$ cat src/rtl/d16_alu.sv
// rtl/d16_alu.sv - dumb16 16-bit ALU with registered result and N/O/Z/C flags.
// Build with D16_ALU_LOGIC_EN defined to add AND/OR/XOR on opcodes 101/110/111.
module d16_alu (
  input  logic        clk,
  input  logic        rst,
  input  logic [2:0]  ctrl_alu,
  input  logic [15:0] a,
  input  logic [15:0] b,
  output logic [15:0] s,
  output logic        n,
  output logic        o,
  output logic        z,
  output logic        c
);

  localparam logic [2:0] OP_ADD = 3'b001;
  localparam logic [2:0] OP_SUB = 3'b010;
  localparam logic [2:0] OP_LSH = 3'b011;
  localparam logic [2:0] OP_RSH = 3'b100;
`ifdef D16_ALU_LOGIC_EN
  localparam logic [2:0] OP_AND = 3'b101;
  localparam logic [2:0] OP_OR  = 3'b110;
  localparam logic [2:0] OP_XOR = 3'b111;
`endif

  logic [16:0] sum17;
  logic [16:0] diff17;
  logic [16:0] lsh17;
  logic [16:0] rsh17;
  logic        shift_zero;
  logic        shift_in_range;

  logic [15:0] res;
  logic        res_o;
  logic        res_c;
  logic        upd;

  assign sum17  = {1'b0, a} + {1'b0, b};
  assign diff17 = {1'b0, a} - {1'b0, b};

  // The extra 17th bit catches the last bit shifted out in either direction.
  assign lsh17 = {1'b0, a} << b[4:0];
  assign rsh17 = {a, 1'b0} >> b[4:0];

  assign shift_zero     = (b == 16'd0);
  assign shift_in_range = (b <= 16'd16);

  always_comb begin
    res   = 16'h0000;
    res_o = 1'b0;
    res_c = 1'b0;
    upd   = 1'b0;
    case (ctrl_alu)
      OP_ADD: begin
        upd   = 1'b1;
        res   = sum17[15:0];
        res_c = sum17[16];
        res_o = (a[15] == b[15]) && (sum17[15] != a[15]);
      end
      OP_SUB: begin
        upd   = 1'b1;
        res   = diff17[15:0];
        res_c = diff17[16];
        res_o = (a[15] != b[15]) && (diff17[15] != a[15]);
      end
      OP_LSH: begin
        upd = 1'b1;
        if (shift_zero) begin
          res = a;
        end else if (shift_in_range) begin
          res   = lsh17[15:0];
          res_c = lsh17[16];
        end
      end
      OP_RSH: begin
        upd = 1'b1;
        if (shift_zero) begin
          res = a;
        end else if (shift_in_range) begin
          res   = rsh17[16:1];
          res_c = rsh17[0];
        end
      end
`ifdef D16_ALU_LOGIC_EN
      OP_AND: begin
        upd = 1'b1;
        res = a & b;
      end
      OP_OR: begin
        upd = 1'b1;
        res = a | b;
      end
      OP_XOR: begin
        upd = 1'b1;
        res = a ^ b;
      end
`endif
      default: upd = 1'b0;
    endcase
  end

  always_ff @(posedge clk) begin
    if (rst) begin
      s <= 16'h0000;
      n <= 1'b0;
      o <= 1'b0;
      z <= 1'b1;
      c <= 1'b0;
    end else if (upd) begin
      s <= res;
      n <= res[15];
      o <= res_o;
      z <= (res == 16'h0000);
      c <= res_c;
    end
  end

endmodule

$ cat config.mk
export PLATFORM = sky130hd
export DESIGN_NAME = d16_alu
export DESIGN_NICKNAME = d
export VERILOG_FILES = /design/src/rtl/d16_alu.sv
export SDC_FILE = /design/constraint.sdc
export NUM_CORES = 1
export LEC_CHECK = 0
export CAP_MARGIN = 15
export CELL_PAD_IN_SITES_DETAIL_PLACEMENT = 0
export CELL_PAD_IN_SITES_GLOBAL_PLACEMENT = 1
export CORE_MARGIN = 5
export CORE_UTILIZATION = 35
export DETAILED_ROUTE_END_ITERATION = 7
export PLACE_DENSITY = 0.75
export SYNTH_ARGS = -nofsm -noshare
export SYNTH_HDL_FRONTEND = slang
export SYNTH_SLANG_ARGS = --single-unit
$ cat constraint.sdc
create_clock -name clk -period 7.5 [get_ports clk]
set_input_delay 1.125 -clock clk [delete_from_list [all_inputs] [get_ports clk]]
set_output_delay 1.125 -clock clk [all_outputs]
set_load 0.005 [all_outputs]
# After elaboration in Yosys (flattened, before gate mapping)
# Cells that the tools add are included.
# word_totals
register_bits,20
input_bits,37
out_inout_bits,20
elab_cells,35
# op_classes
addsub,2
order_cmp,1
eq_ne,8
shifts,2
n_mux,12
n_reduce_logical,5
# op_table
operator,count
16-bit 2-to-1 mux,4
16-bit one-hot mux with 4 select lines,1
16-bit logical NOT,2
16-bit by 16-bit adder with 17-bit output,1
16-bit by 5-bit left shift with 17-bit output,1
17-bit by 5-bit right shift with 17-bit output,1
16-bit by 16-bit subtractor with 17-bit output,1
16-bit by 5-bit less-or-equal comparator with 1-bit output (second input constant),1
3-bit by 2-bit == test with 1-bit output (second input constant),2
1-bit 2-to-1 mux,5
1-bit one-hot mux with 4 select lines,1
4-bit OR reduction,1
3-bit by 1-bit == test with 1-bit output (second input constant),1
3-bit == test (second input constant),1
1-bit != test,3
1-bit logical AND,2
1-bit one-hot mux with 2 select lines,1
1-bit == test,1

# Depth between registers and ports, before layout
# Gate-level depths: netlist of the first run.
# depth
word_depth,5
depth_mapped,14
mapped_depth_nobuf,12

# Least setup slack after synthesis of the first run
# OpenSTA, ideal clock, no wires.
# synth_timing
path_type,in2reg
start,input b[2]
end,register z
setup_ns,0.060
arrival_ns,4.091
t_required_ns,7.440
path_slack_ns,3.349
stages,13
path_buffers,3
cell_sequence,buf_1 inv_1 clkbuf_1 ha_1 clkbuf_1 a221oi_2 o211ai_1 o311a_1 o32a_1 a221oi_1 nand4_1 nor3_1 a221o_1
# synth_via
elab_chain_cells,5
elab_cells_between_ends,12
classes_between,add/sub: 2; order compare: 1; shift: 2; mux: 5; reduce/logical: 2
# synth_rtl
element,line,rtl
"start, declared",8,"input logic [15:0] b,"
"16-bit by 5-bit less-or-equal comparator with 1-bit output, or another cell as far along",46,assign shift_in_range = (b <= 16'd16);
16-bit 2-to-1 mux (on tied branches),"79, 70",
16-bit 2-to-1 mux (on tied branches),"77, 68",
16-bit one-hot mux with 4 select lines (*),53,case (ctrl_alu)
16-bit logical NOT (*),113,z <= (res == 16'h0000);
"end signal, assigned",113,
"end, declared",12,"output logic z,"
# Every way passes the cells marked *; elsewhere a longest branch is shown, timed or not.
# A chain may end at the register's enable or synchronous reset.

# Worst setup path after layout of the first run
# Same ends and word-level chain as after synthesis.

==> summary.txt, run 1 <==
Outcome
  • Status: completed

Worst setup path
  • Critical Path Stages: 12
  • CP endpoint kind: flop
  • CP Max Fanout: 40
  • Crit start category: input port
  • Worst Path Buf+Inv: 3
  • Worst endpoint data arrival time: 5270 ps
  • Crit Path Category: input port to flop
  • Slowest CP cell: a2111oi_0
  • Delay-heaviest family, CP: compound AO/OA/AOI/OAI gates
  • R2R cell count: 1
  • Req. time, crit path: 7690 ps
  • CP Cell Sequence: clkdlybuf4s50_1 -> buf_4 -> inv_1 -> ha_1 -> a221oi_2 -> o211ai_1 -> a221oi_1 -> a21oi_1 -> a2111oi_0 -> nand4_1 -> nor3_1 -> a221o_1
  • Slowest stage delay, CP: 730 ps

Finish
  • Fill cell count: 1330
  • Ant. Diodes: 0
  • Area added between synthesis and finish: 14.4%
  • Nets: 680
  • Fin cells: 783
  • Layout cell share with drive strength beyond 1: 12.2%

Clock network
  • CTS tree: done
  • TritonCTS Buffers: 3
  • Clock sink count: 19
  • Clock latency on the worst-skew pair: 250 ps
  • # Post-CTS Setup Buffers: 0
  • Hold_buf cts: 0
  • Root Driver: clkbuf_16
  • Clock Tree Buf Depth: 2
  • Clock Pin Slew Worst Setup and Hold Paths: 50 ps
  • Post-CTS Resized: 0
  • Htree depth: 1

Synth
  • Register area share after synthesis: 8.25%
  • Top post-synthesis cells by area: mux4_2, ha_1, dfxtp_1, a21oi_1, nand2_1
  • Ys async rst share: 0%
  • Cell Area, Synth: 0.00461 mm^2
  • Number of synthesized register bits: 19
  • Post-synth top area share: 14.7%
  • Synth area leader: mux4_2
  • Synthesized area per cell: 7.74 um^2
  • Warning count from the yosys run: 0
  • Number of flops mapped to enable cells by yosys: 0
  • Unique masters post-synth: 84
  • Cells after Synth: 596
  • Prevailing post-synth register cell: dfxtp_1
  • Syn nets: 668

Detailed routing
  • Final routed DRC violation total: 0
  • DRT Pass-1 Iters: 5
  • Routed WL: 17300 um
  • Drt wl/cell: 22.1 um
  • Initial drt markers: 546
  • Vias/cell: 6.42
  • DRT antenna net count: 0
  • Vias: 5028

Floorplanning
  • Die area: 0.0156 mm^2
  • Num ports: 57
  • Row count: 42
  • Die height: 125 um
  • Core ar.: 0.0131 mm^2
  • Initial Util: 35.2%
  • Chip width: 125 um

Timing
  • Final setup fails: 0
  • Layout Skew: 0 ps
  • Max Freq: 197 MHz
  • Worst Tran Pin Value: 1210 ps
  • RSZ-0062 raised after global routing: no
  • Crit path time final: 5080 ps
  • Fin Hold WS: 462 ps
  • Sum Neg Setup Slack: 0 ps
  • Final setup margin: 2420 ps
  • Slew Limit Fails: 0
  • Final hold vios: 0
  • Slew HR: 18.0%
  • Crit share post-route: 67.7%

Placed design
  • # port buffers: 56
  • GPL Wtd Cong: 1.02
  • Hpwl dp: 13200 um
  • Setup WS pre-CTS: 2210 ps
  • Placed cells: 779

Pwr
  • Internal Pwr Total: 327 uW
  • Total power: 559 uW
  • Combinational share of power: 59.7%
  • Clock power share: 19.5%
  • Max VDD drop: 93.9 uV
  • Leakage power: 0.00191 uW
  • NetSw: 232 uW
  • Switching share of total power: 41.5%
  • P per Cell Area: 106 mW/mm^2
  • Seq pwr share: 20.8%

GRT
  • Largest net degree at the start of global routing: 48
  • First-pass GRT wire length: 27600 um
  • Vias in the first global route: 4892
  • Grt total ovfl: 0
  • Initial antenna violation count: 0
  • GRT Util Overall: 21.5%

Worst hold path
  • Hold Crit Class: flop to flop
  • Worst Hold Depth: 2

Job
  • Max cap viols: 0
==> power groups by stage <==
stage / combinational, uW / clock (uW) / sequential, uW
floorplan: 220 / 0 / 117
global placement: 328 / 0 / 118
detailed placement: 329 / 0 / 118
CTS: 331 / 111 / 116
global route: 361 / 117 / 117
finish: 334 / 109 / 116
==> path summary, 6_finish.rpt <==
| check | to | from | slack [ps] |
|---|---|---|---|
| max | z | b[2] | 2420 |
| min | s[0] | s[0] | 460 |
| max reg2reg | z | z | 6750 |
| min reg2reg | s[0] | s[0] | 460 |
==> worst min-delay path: cells and delay by family (launching register included) <==
kind	cells	cell delay, ps
DFF	1	310
and+or+nand+nor	1	50
AOI/OAI and AO/OA	1	50
==> Yosys cell counts (14+ instances only) <==
library cell	number
a21oi_1	52
nand2_1	45
clkbuf_1	39
inv_1	36
nor2_1	36
ha_1	33
mux4_2	30
o21ai_0	27
nor3_1	20
dfxtp_1	19
nand3_1	16
mux2i_1	14
nand2b_1	14
==> cell type report <==
type	instances	area, um^2	share of cell area, %
multi-input combinational	482	3840	72.8
timing repair buffer	64	611	11.6
sequential	19	380	7.21
tap	176	220	4.17
inverter	38	143	2.70
clock buffer	4	78.8	1.49
==> flip-flops by register name, indices dropped and copies added (netlist names) <==
register  cells
s            16
z             1
o             1
c             1
==> cell usage in the layout, fill, tap and decap left out, types with 4 or more instances in the layout <==
cell type        instances
a21o_1                   6
a21oi_1                 52
a221o_1                  4
a221oi_1                 9
a22oi_1                  6
a31oi_1                  7
and2_1                   5
and3_1                   5
buf_4                    8
clkdlybuf4s50_1         54
dfxtp_1                 19
ha_1                    33
inv_1                   36
mux2_2                   9
mux2i_1                 14
mux4_2                  30
nand2_1                 45
nand2b_1                14
nand3_1                 16
nand4_1                  5
nor2_1                  36
nor2b_1                  8
nor3_1                  20
nor4_1                   5
o2111ai_1                5
o211ai_1                 9
o21a_1                   5
o21ai_0                 27
o21ai_1                  4
o21bai_1                 4
o221ai_1                 4
o311ai_0                 5
o31ai_1                  5
or3_1                    7
or3b_2                   4
xnor2_1                  7
==> routing by layer <==
metal | GRT usage, % | part of all wire (%) | routed length (um)
met1 | 28.4 | 42 | 7340
met2 | 35.8 | 47 | 8130
met3 | 2.83 | 6.9 | 1200
met4 | 7.61 | 3.6 | 626
met5 | 0 | 0 | 0
==> logic make-up (layout without fill, tap and decap cells) <==
logic type,count (synthesis),after routing,share of synthesized area (%)
buffers and inverters,95,106,8.41
and+or+nand+nor,189,189,21.4
adders and majority gates,35,35,9.82
DFF,19,19,8.25
xor gates and xnor gates,8,8,1.52
muxes,53,53,19.9
AOI/OAI and AO/OA,197,197,30.7
==> through the flow <==
step                util (%)  area, um^2
floorplan                  -        4610
CTS                     40.3        5280
finish                  40.3        5280
detailed placement      39.7        5200
global route            40.3        5280
global placement        39.7        5200
(Power assumes the default switching activity.)
==> inputs of run 2 (changes only) <==
Clock period 7.5 ns to 5.13 ns, I/O delays scaled along.
==> run 2 against run 1 <==
- sequential share of layout area is 0.18 points lower
- cell count is 2.3% higher
- setup slack worse by 1600 ps
- die area stayed put
- core utilization is 1.0 points higher
- hold slack worse by 1.4 ps
- largest cell class unchanged
==> summary.txt, run 2 (synthesized netlist as in run 1, its figures left out) <==
Clock network
  • TritonCTS Buffers: 3 (unchanged)
  • Htree depth: 1 (unchanged)
  • Clock Tree Buf Depth: 2 (unchanged)
  • CTS tree: done (unchanged)
  • Clock latency on the worst-skew pair: 250 ps (about the same)
  • Post-CTS Resized: 0 (unchanged)
  • Hold_buf cts: 0 (unchanged)
  • Root Driver: clkbuf_16 (unchanged)
  • Clock Pin Slew Worst Setup and Hold Paths: 50 ps (about the same)
  • Clock sink count: 19 (unchanged)
  • # Post-CTS Setup Buffers: 0 (unchanged)

GRT
  • Initial antenna violation count: 0 (unchanged)
  • Vias in the first global route: 5153 (was 4892)
  • GRT Util Overall: 22.5% (was 21.5%)
  • First-pass GRT wire length: 29100 um (was 27600 um)
  • Grt total ovfl: 0 (unchanged)
  • Largest net degree at the start of global routing: 39 (was 48)

Worst setup path
  • Slowest CP cell: clkdlybuf4s50_1 (was a2111oi_0)
  • CP dominant cell by count: a21oi_1
  • R2R cell count: 1 (unchanged)
  • CP Max Fanout: 10 (was 40)
  • CP endpoint kind: flop (unchanged)
  • R2r endpoint: z (unchanged)
  • Crit Path Category: input port to flop (unchanged)
  • Crit. Startpoint: b[4] (was b[2])
  • Worst endpoint data arrival time: 4460 ps (was 5270 ps)
  • Worst Setup EP: z (unchanged)
  • Crit start category: input port (unchanged)
  • Slowest stage delay, CP: 640 ps (was 730 ps)
  • Req. time, crit path: 5320 ps (was 7690 ps)
  • Setup slack, reg-to-reg: 4400 ps (was 6750 ps)
  • Worst r2r src: z (unchanged)
  • CP Cell Sequence: clkdlybuf4s50_1 -> inv_1 -> ha_1 -> o2111ai_1 -> a21oi_1 -> o22a_1 -> a21oi_1 -> a2111oi_0 -> buf_4 -> nand4_1 -> nor3_1 -> a221o_1 (was clkdlybuf4s50_1 -> buf_4 -> inv_1 -> ha_1 -> a221oi_2 -> o211ai_1 -> a221oi_1 -> a21oi_1 -> a2111oi_0 -> nand4_1 -> nor3_1 -> a221o_1)

Finish
  • Layout cell share with drive strength beyond 1: 14.7% (was 12.2%)
  • Nets: 698 (was 680)
  • Most frequent cells in the layout: clkdlybuf4s50_1, a21oi_1, nand2_1 (unchanged)
  • Reg with most FFs: s (unchanged)
  • Ant. Diodes: 0 (unchanged)
  • Area added between synthesis and finish: 17.3% (was 14.4%)
  • Largest register FFs: 16 (unchanged)
  • Commonest non-fill, non-tap cell in the layout: clkdlybuf4s50_1 (unchanged)

Outcome
  • Status: completed (unchanged)

Floorplanning
  • Num ports: 57 (unchanged)
  • Core ar.: 0.0131 mm^2 (unchanged)
  • Die height: 125 um (unchanged)
  • Die area: 0.0156 mm^2 (unchanged)
  • Chip width: 125 um (unchanged)
  • Initial Util: 35.2% (unchanged)
  • Row count: 42 (unchanged)

Pwr
  • Seq pwr share: 20.3% (was 20.8%)
  • Combinational share of power: 60.7% (was 59.7%)
  • Switching share of total power: 41.4% (was 41.5%)
  • Leakage power: 0.00200 uW (was 0.00191 uW)
  • P per Cell Area: 154 mW/mm^2 (was 106 mW/mm^2)
  • NetSw: 345 uW (was 232 uW)
  • Clock power share: 19.0% (was 19.5%)
  • Internal Pwr Total: 487 uW (was 327 uW)
  • Max VDD drop: 103 uV (was 93.9 uV)

Timing
  • Slew HR: 36.6% (was 18.0%)
  • Worst Tran Pin Value: 938 ps (was 1210 ps)
  • RSZ-0062 raised after global routing: no (unchanged)
  • Crit path time final: 4270 ps
  • Fin Hold WS: 461 ps (was 462 ps)
  • Sum Neg Setup Slack: 0 ps (unchanged)
  • Crit share post-route: 83.2%
  • Final setup fails: 0 (unchanged)
  • Max Freq: 234 MHz
  • Slew Limit Fails: 0 (unchanged)
  • Final hold vios: 0 (unchanged)
  • Layout Skew: 0 ps (unchanged)

Job
  • Max cap viols: 0 (unchanged)

Detailed routing
  • Initial drt markers: 750 (was 546)
  • DRT antenna net count: 0 (unchanged)
  • DRT Pass-1 Iters: 7 (was 5)
  • Final routed DRC violation total: 0 (unchanged)
  • Drt wl/cell: 22.3 um (was 22.1 um)
  • Vias/cell: 6.51 (was 6.42)
  • Routed WL: 17900 um (was 17300 um)
  • Vias: 5218 (was 5028)

Placed design
  • Hpwl dp: 13600 um (was 13200 um)
  • GPL Wtd Cong: 0.967 (was 1.02)
  • # port buffers: 56 (unchanged)

Worst hold path
  • Hold Crit Class: flop to flop (unchanged)
run 2: cell count changes in the layout (fill, tap and decap cells not counted):
cell	delta
buf_4	+18
run 2: cell type report:
type | count | area, um^2
Clock buffer | 4 | 78.8
Fill cell | 1315 | 7670
Inverter | 38 | 143
Multi-Input combinational cell | 482 | 3840
Sequential cell | 19 | 380
Tap cell | 176 | 220
Timing Repair Buffer | 82 | 746
run 2: worst min-delay path by stage:
stage / cells past startpoint / to / startpoint / slack, ps
after floorplan: 2 / s[0] / s[0] / 450
after global placement: 2 / s[0] / s[0] / 450
after detailed placement: 2 / s[10] / s[10] / 450
after CTS: 2 / s[10] / s[10] / 460
after global routing: 2 / s[7] / s[7] / 490
final: 2 / s[10] / s[10] / 460
run 2: power groups by stage:
stage	combinational, uW	clock [uW]	sequential, uW
floorplan	322	0	172
global placement	492	0	172
detailed placement	494	0	172
CTS	497	161	169
global route	546	168	170
finish	505	158	169
run 2: per-stage QoR:
| step | power [uW] | std cells | utilization (%) | cell area, um^2 | setup slack, ps |
|---|---|---|---|---|---|
| 6_report | 832 | 801 | 41.4 | 5410 | 861 |
| 5_1_grt | 885 | 801 | 41.4 | 5410 | 618 |
| 4_1_cts | 827 | 801 | 41.4 | 5410 | 942 |
| 3_5_place_dp | 665 | 797 | 40.8 | 5330 | 669 |
| 3_3_place_gp | 664 | 797 | 40.8 | 5330 | 740 |
| 2_1_floorplan | 494 | 596 | - | 4610 | 1330 |
run 2: worst max-delay path, delay by kind of cell:
kind / cells / cell delay [ps]
buffers and inverters: 3 / 1000
AO/OA/AOI/OAI: 6 / 1850
adder cells (fa/ha/maj): 1 / 540
AND/OR/NAND/NOR: 2 / 270
run 2: routing by layer:
layer	share of wire (%)	up-vias	GRT usage, %
met5	0	-	0
met4	4.0	0	7.80
li1	-	2344	-
met2	46	291	36.3
met3	7.9	58	2.87
met1	42	2525	30.8
